===== src/rtl/serial_negate_word_if.sv =====
// Serial word stream bundle: source-side bit/frame/mode inputs and result outputs.
interface serial_negate_word_if;
  logic in_valid;
  logic in_bit;
  logic in_sow;
  logic neg;
  logic out_valid;
  logic out_bit;
  logic out_sow;
  logic out_eow;
  logic trunc;
  logic ovf;

  modport master (
    output in_valid, in_bit, in_sow, neg,
    input  out_valid, out_bit, out_sow, out_eow, trunc, ovf
  );

  modport slave (
    input  in_valid, in_bit, in_sow, neg,
    output out_valid, out_bit, out_sow, out_eow, trunc, ovf
  );
endinterface


===== src/rtl/serial_negate_word.sv =====
// Word-framed LSB-first serial negate/pass unit with registered outputs.
// Define SERIAL_NEG_OVF_EN to include the most-negative overflow detector.
module serial_negate_word #(
  parameter int WIDTH = 8
) (
  input logic                 clk,
  input logic                 reset,
  serial_negate_word_if.slave bus
);

  localparam int CW = $clog2(WIDTH);

  typedef enum logic [1:0] {
    IDLE,
    COPY,
    INVERT
  } state_e;

  state_e          state_q, state_d;
  logic [CW-1:0]   cnt_q, cnt_d;
  logic            neg_q, neg_d;
  logic            vld_q, vld_d;
  logic            bit_q, bit_d;
  logic            sow_q, sow_d;
  logic            eow_q, eow_d;
  logic            trunc_q, trunc_d;
  logic            ovf_q, ovf_d;

  logic            acc_sow;
  logic            acc_mid;
  logic            last;

  assign acc_sow = bus.in_valid & bus.in_sow;
  assign acc_mid = bus.in_valid & ~bus.in_sow
                 & (state_q != IDLE);
  assign last    = (cnt_q == CW'(WIDTH - 1));

  always_ff @(posedge clk or negedge reset) begin
    if (!reset) begin
      state_q <= IDLE;
      cnt_q   <= '0;
      neg_q   <= 1'b0;
      vld_q   <= 1'b0;
      bit_q   <= 1'b0;
      sow_q   <= 1'b0;
      eow_q   <= 1'b0;
      trunc_q <= 1'b0;
      ovf_q   <= 1'b0;
    end else begin
      state_q <= state_d;
      cnt_q   <= cnt_d;
      neg_q   <= neg_d;
      vld_q   <= vld_d;
      bit_q   <= bit_d;
      sow_q   <= sow_d;
      eow_q   <= eow_d;
      trunc_q <= trunc_d;
      ovf_q   <= ovf_d;
    end
  end

  always_comb begin
    state_d = state_q;
    cnt_d   = cnt_q;
    neg_d   = neg_q;
    vld_d   = 1'b0;
    bit_d   = 1'b0;
    sow_d   = 1'b0;
    eow_d   = 1'b0;
    trunc_d = 1'b0;
    ovf_d   = 1'b0;
    unique case (1'b1)
      acc_sow: begin
        // a start bit always opens a fresh word; bit 0 is never inverted
        neg_d   = bus.neg;
        cnt_d   = CW'(1);
        state_d = bus.in_bit ? INVERT : COPY;
        vld_d   = 1'b1;
        bit_d   = bus.in_bit;
        sow_d   = 1'b1;
        trunc_d = (state_q != IDLE);
      end
      acc_mid: begin
        vld_d = 1'b1;
        bit_d = bus.in_bit
              ^ (neg_q & (state_q == INVERT));
`ifdef SERIAL_NEG_OVF_EN
        ovf_d = last & neg_q & bus.in_bit
              & (state_q == COPY);
`endif
        if (last) begin
          state_d = IDLE;
          cnt_d   = '0;
          eow_d   = 1'b1;
        end else begin
          cnt_d = cnt_q + CW'(1);
          if (state_q == COPY && bus.in_bit)
            state_d = INVERT;
        end
      end
      default: ;
    endcase
  end

  assign bus.out_valid = vld_q;
  assign bus.out_bit   = bit_q;
  assign bus.out_sow   = sow_q;
  assign bus.out_eow   = eow_q;
  assign bus.trunc     = trunc_q;
  assign bus.ovf       = ovf_q;

endmodule

===== src/flat_wrapper.sv =====
// flat-port wrapper written by rule: the top's interface ports become plain ports
module serial_negate_word_flat 
#(
  parameter int WIDTH = 8
)
  (clk, reset, bus_in_valid, bus_in_bit, bus_in_sow, bus_neg, bus_out_valid, bus_out_bit, bus_out_sow, bus_out_eow, bus_trunc, bus_ovf);
  serial_negate_word_if bus_i ();
  input logic clk;
  input logic reset;
  input wire logic [$bits(bus_i.in_valid)-1:0] bus_in_valid;
  input wire logic [$bits(bus_i.in_bit)-1:0] bus_in_bit;
  input wire logic [$bits(bus_i.in_sow)-1:0] bus_in_sow;
  input wire logic [$bits(bus_i.neg)-1:0] bus_neg;
  output wire logic [$bits(bus_i.out_valid)-1:0] bus_out_valid;
  output wire logic [$bits(bus_i.out_bit)-1:0] bus_out_bit;
  output wire logic [$bits(bus_i.out_sow)-1:0] bus_out_sow;
  output wire logic [$bits(bus_i.out_eow)-1:0] bus_out_eow;
  output wire logic [$bits(bus_i.trunc)-1:0] bus_trunc;
  output wire logic [$bits(bus_i.ovf)-1:0] bus_ovf;
  assign bus_i.in_valid = bus_in_valid;
  assign bus_i.in_bit = bus_in_bit;
  assign bus_i.in_sow = bus_in_sow;
  assign bus_i.neg = bus_neg;
  assign bus_out_valid = bus_i.out_valid;
  assign bus_out_bit = bus_i.out_bit;
  assign bus_out_sow = bus_i.out_sow;
  assign bus_out_eow = bus_i.out_eow;
  assign bus_trunc = bus_i.trunc;
  assign bus_ovf = bus_i.ovf;
  serial_negate_word #(.WIDTH(WIDTH)) u_core (.clk(clk), .reset(reset), .bus(bus_i));
endmodule

===== config.mk =====
export PLATFORM = sky130hd
export DESIGN_NAME = serial_negate_word_flat
export DESIGN_NICKNAME = d
export VERILOG_FILES = /design/src/rtl/serial_negate_word_if.sv /design/src/rtl/serial_negate_word.sv /design/src/flat_wrapper.sv
export SDC_FILE = /design/constraint.sdc
export NUM_CORES = 1
export LEC_CHECK = 0
export ABC_AREA = 1
export CAP_MARGIN = 20
export CORE_MARGIN = 4
export CORE_UTILIZATION = 42
export CTS_CLUSTER_DIAMETER = 30
export DETAILED_ROUTE_END_ITERATION = 6
export GPL_ROUTABILITY_DRIVEN = 0
export PLACE_DENSITY = 0.76
export SYNTH_ARGS = -nofsm -noshare
export SYNTH_HDL_FRONTEND = slang
export SYNTH_SLANG_ARGS = --single-unit

===== constraint.sdc =====
create_clock -name clk -period 1.3 [get_ports clk]
set_clock_uncertainty 0.2 [all_clocks]
set_input_delay 0.13 -clock clk [delete_from_list [all_inputs] [get_ports clk]]
set_output_delay 0.13 -clock clk [all_outputs]
set_load 0.005 [all_outputs]

==> run_results.csv, run 1 <==
group,metric,value,unit
yosys,ys_ff_latch,11,
die,initial_core_util,46.90,%
die,die_w,44.17,µm
layout,final_common_cell,"nand2_1",
sta,fin_crit,1.370,ns
routing,routed_wl,1149,µm
setup_path,startpoint,"u_core.cnt_q[0]",
sta,fmax,730.1,MHz
worst_hold_path,hold_path.class,"in2reg",
global_routing,grt_overflow,0,
sta,setup_tns,-0.1590,ns
clock_tree,cts.sinks,11,
layout,diodes,0,
layout,area_growth,47.84,%
yosys,synth_area_leaders,"dfrtp_1 (50%), nand2_1 (12%), inv_1 (4.8%)",
placed_design,portBuffers,10,
layout,drive_above_1_share,34.48,%
clock_tree,cts_buffers,3,
placed_design,dpl_cell_area,721.9,µm²
clock_tree,clk_pin_slew,0.07,ns
placed_design,pre_cts_slack,-0.2124,ns
yosys,synth.largest_area_cell,"dfrtp_1",
placed_design,dpl.cell_count,91,
yosys,syn_area,549.3,µm²
routing,dr.first_iter.drc_count,5,
yosys,synthDistinctLibCells,18,
setup_path,arrival,1.39,ns
sta,finalHoldViolations,0,
global_routing,grt_usage,14.39,%
setup_path,crit_slowest_cell,"dfrtp_1",
clock_tree,cts-root-buf,"clkbuf_4",
placed_design,dp_hpwl,810.1,µm
power,peakVddDrop,1066,µV
yosys,yosysWarnings,0,
global_routing,grt_max_degree,12,
routing,wl_met2,537,µm
global_routing,grt_pass1_wl,1938,µm
setup_path,endpoint_kind,"flop",
clock_tree,cts_tree,"built",
layout,num-nets-final,96,
global_routing,antenna_found_initial,0,
die,ios,12,
routing,via_per_inst,4.743,
routing,dr.pass1.iters,6,
routing,wl_per_cell,11.38,µm
yosys,syn-instance-count,61,
setup_path,cp_common_cell,"nand3_2",
yosys,netlist.area_leader.share,50.11,%
yosys,synth_fp_nets,69,
status,status,"finished with violations",
setup_path,crit_type,"reg2reg",
power,leakagePower,0.0004261,µW
setup_path,slowest_delay,0.39,ns
setup_path,cp_max_fo,4,
routing,antenna_left,0,
global_routing,grt_pass1_vias,457,
routing,drc,0,
yosys,synth_area_per_cell,9.005,µm²
routing,highest_layer,"met4",
setup_path,r2r_start,"u_core.cnt_q[0]",
setup_path,critPathLaunchType,"flop",
routing,wl_met1,488,µm
die,die_area,1951,µm²
sta,setup_violations,4,
setup_path,cp_cell_sequence,"ha_2, ha_4, inv_4, nand3_2, nand2_2, nand3_2, nand2_1",
layout,fill_cells,87,
layout,mostFrequentLayoutCells,"nand2_1 (17), buf_4 (12), dfrtp_1 (11)",
yosys,yosysSeqAreaShare,50.11,%
die,rows,12,
layout,stdcell_area,812.0,µm²
sta,finalMaxSlewViolations,0,
routing,met3WireLength,69,µm
run,cap_viol_max_count,0,
routing,vias,479,
sta,post-route-period-util,105.4,%
die,core_area,1171,µm²
sta,layout_setup_ws,-0.06964,ns
die,die_h,44.17,µm
layout,utilization,69.34,%
clock_tree,clk_latency,0.28,ns
clock_tree,htree_num_levels,1,
sta,rsz0062_at_grt,"yes",
setup_path,critPathRequiredTime,1.32,ns
clock_tree,clockBufferDepth,2,
power,power.density,1640,nW/µm²
status,violations,"setup timing",
layout,final_cells,101,
worst_hold_path,min-delay-start,"bus_neg",
-- cell families (layout without fill, tap and decap cells) --
logic type               after synthesis  after routing  synth area share [%]
flip-flops                            11             11                 50.11
AND/OR/NAND/NOR                       35             35                 34.17
AO/OA/AOI/OAI                          4              4                 4.328
buffers and inverters                  8             34                 6.152
other                                  1              1                0.6827
adder cells (fa/ha/maj)                2              2                 4.555
-- cell type report --
type	instances	area (µm²)	share of cell area, %
clock buffers	4	26.28	3.236
inverters	7	28.78	3.544
multi-input cells	42	270.3	33.28
flip-flops and latches	11	275.3	33.90
well taps	14	17.52	2.157
repair buffers	23	193.9	23.88
-- per-layer routing --
layer / track usage (%) / vias to the layer above
met5: 0 / -
met4: 12.65 / 0
met3: 4.065 / 5
met2: 21.22 / 11
met1: 16.88 / 219
li1: - / 244
-- worst max-delay path, delay by kind of cell (launching register included) --
family / cells / cell delay [ns]
adders and majority gates: 2 / 0.38
buffers and inverters: 1 / 0.07
DFF: 1 / 0.39
and+or+nand+nor: 4 / 0.27
-- report_power, final --
part | internal [µW] | switching (µW) | leakage, µW | total (µW)
logic | 304 | 275 | 0.000271 | 579
registers | 432 | 71.6 | 0.000140 | 504
clock network | 119 | 130 | 0.0000150 | 249
-- state kept, by name, indices dropped and copies added (netlist names) --
signal,flops
u_core.bus.out_bit,1
u_core.bus.out_valid,1
u_core.bus.out_sow,1
u_core.bus.trunc,1
u_core.cnt_q,3
u_core.neg_q,1
u_core.bus.out_eow,1
u_core.state_q,2
-- worst paths after layout --
kind	to	slack, ns	cells after the start
worst max register to register	u_core.state_q[1]	-0.07	7
worst min register to register	u_core.neg_q	0.32	2
worst min-delay path	u_core.neg_q	0.19	3
worst max-delay path	u_core.state_q[1]	-0.07	7
min in group asynchronous	u_core.neg_q	0.50	3
max in group asynchronous	u_core.cnt_q[2]	0.26	3
-- timing repair --
item	4_1_cts	5_1_grt
buffers inserted	1	4
hold buffers	1	0
hold endpoints to repair	11	0
gates resized for setup	9	3
endpoints found under the setup margin	9	6
pin swaps	5	1
-- stage by stage --
stage | total power, µW | hold WS [ns]
3_5_place_dp | 946.5 | 0.2539
4_1_cts | 1235 | 0.1980
5_1_grt | 1449 | 0.2188
3_3_place_gp | 928.6 | 0.2386
6_report | 1332 | 0.1898
2_1_floorplan | 771.5 | -0.3656
-- synth_stat cells --
master	n
nand2_1	18
dfrtp_1	11
inv_1	7
nand3_1	5
nor2_1	4
nand2_2	3
ha_1	2
a21oi_1	1
a31oi_1	1
buf_4	1
conb_1	1
nand2_4	1
nand3_4	1
nand4_1	1
nor2_2	1
nor2_8	1
o21a_1	1
o21ai_0	1
(Power assumes the default switching activity.)
==> inputs of run 2 (changes only) <==
CORE_MARGIN = default   (was 4)
==> run_results.csv, run 2 (same netlist as run 1, synthesis figures left out) <==
group,metric,value,unit
setup_path,crit_type,"reg2reg",
power,p_switching,454.7,µW
setup_path,cp_max_fo,4,
clock_tree,htree_num_levels,1,
die,core_area,1156,µm²
global_routing,grt_pass1_wl,1835,µm
setup_path,crit_slowest_cell,"dfrtp_1",
layout,mostFrequentLayoutCells,"nand2_1 (16), dfrtp_1 (10), buf_4 (6)",
layout,stdcell_area,772.0,µm²
placed_design,dpl_cell_area,706.9,µm²
routing,wl_per_cell,10.94,µm
routing,drc,0,
global_routing,antenna_found_initial,0,
routing,dr.pass1.iters,4,
status,status,"finished with violations",
clock_tree,cts_buffers,3,
setup_path,critPathRequiredTime,1.28,ns
setup_path,slowest_delay,0.41,ns
layout,num-nets-final,90,
sta,layout_setup_ws,-0.09298,ns
power,peakVddDrop,1052,µV
global_routing,grt_max_degree,12,
setup_path,critPathLaunchType,"flop",
sta,finalHoldViolations,0,
sta,fin_crit,1.393,ns
worst_hold_path,hold_path.class,"in2reg",
routing,vias,454,
clock_tree,cts.sinks,11,
die,rows,12,
routing,via_per_inst,4.779,
layout,area_growth,40.55,%
setup_path,cp_cell_sequence,"ha_2, ha_4, inv_4, nand3_4, nand3_1, nand2_1",
placed_design,portBuffers,10,
layout,diodes,0,
clock_tree,clk_pin_slew,0.08,ns
die,die_h,38.17,µm
die,die_w,38.17,µm
setup_path,endpoint_kind,"flop",
power,total_power,1205,µW
clock_tree,clk_latency,0.28,ns
sta,setup_violations,3,
sta,setup_tns,-0.1975,ns
clock_tree,clockBufferDepth,2,
layout,largestRegisters,"u_core.cnt_q: 3 flops, u_core.state_q: 2 flops",
power,power.density,1561,nW/µm²
routing,antenna_left,0,
run,cap_viol_max_count,0,
layout,final_common_cell,"nand2_1",
power,pwr-share-clk,20.7,%
power,pwr-share-comb,36.5,%
global_routing,grt_pass1_vias,422,
routing,routed_wl,1039,µm
status,violations,"setup timing",
sta,fmax,717.9,MHz
sta,post-route-period-util,107.2,%
global_routing,grt_usage,19.98,%
power,power_switching_share,37.73,%
clock_tree,cts-root-buf,"clkbuf_4",
power,leakagePower,0.0004003,µW
routing,dr.first_iter.drc_count,6,
placed_design,dp_hpwl,712.3,µm
global_routing,grt_overflow,0,
power,p_int,750.6,µW
clock_tree,cts_tree,"built",
power,power_frac_seq,42.8,%
die,ios,12,
die,die_area,1457,µm²
die,initial_core_util,47.51,%
layout,drive_above_1_share,33.33,%
sta,finalMaxSlewViolations,0,
layout,largest_reg_flops,3,
layout,regMostFlops,"u_core.cnt_q",
setup_path,arrival,1.37,ns
sta,rsz0062_at_grt,"yes",
## run 2: changes by cell type in the layout (fill, tap and decap cells not counted), sizes merged
cell	previous run	this run
buf	12	6
clkbuf	4	3
clkinv	0	1
## run 2: per-stage QoR
step / hold slack, ns / cells / worst slack (ns) / util, %
final: 0.2017 / 95 / -0.09298 / 66.77
after global routing: 0.2133 / 95 / -0.1517 / 66.77
after CTS: 0.2024 / 94 / -0.08500 / 64.94
after detailed placement: 0.2382 / 89 / -0.2164 / 61.15
after global placement: 0.2354 / 89 / -0.1821 / 61.15
after floorplan: -0.3656 / 61 / -0.004397 / -
## run 2: layout make-up
class / count / area, µm²
clock buffer: 3 / 22.52
timing repair buffer: 17 / 148.9
sequential: 11 / 276.5
inverter: 7 / 28.78
clock inverter: 1 / 5.005
multi-input combinational: 42 / 272.8
fill: 83 / 384.1
tap: 14 / 17.52
## run 2: final timing paths
kind / startpoint / end / slack (ns) / depth (start not counted)
worst min register to register: u_core.cnt_q[1] / u_core.cnt_q[1] / 0.30 / 2
worst min-delay path: bus_neg / u_core.neg_q / 0.20 / 3
worst max-delay path: u_core.cnt_q[0] / u_core.state_q[0] / -0.09 / 6
max in group asynchronous: reset / u_core.state_q[1] / 0.25 / 3
min in group asynchronous: reset / u_core.cnt_q[2] / 0.49 / 3
worst max register to register: u_core.cnt_q[0] / u_core.state_q[0] / -0.09 / 6
## run 2: critical path, delay by kind of cell, from the launching register on
| kind | cells | cell delay, ns |
|---|---|---|
| and+or+nand+nor | 3 | 0.26 |
| adders and majority gates | 2 | 0.35 |
| DFF | 1 | 0.41 |
| buffers and inverters | 1 | 0.07 |
## run 2: power by group through the flow
stage / sequential (µW) / clock (µW) / combinational [µW]
final: 516 / 250 / 440
after CTS: 505 / 251 / 403
after global routing: 529 / 282 / 509
after floorplan: 498 / 0 / 274
after global placement: 505 / 0 / 378
after detailed placement: 506 / 0 / 387
## run 2: layer usage
metal	wire length [µm]	vias up	GRT usage, %
met3	79	0	8.721
met4	0	0	10.71
li1	-	229	-
met5	0	-	0
met2	502	27	30.08
met1	457	198	23.68
## run 2: repair_timing
action,in CTS,in global routing
gates cloned,0,0
setup buffers,0,1
hold buffers,1,0
gates resized for setup,7,7
setup endpoints to repair,9,5
pin swaps,5,5
hold endpoints to repair,11,0
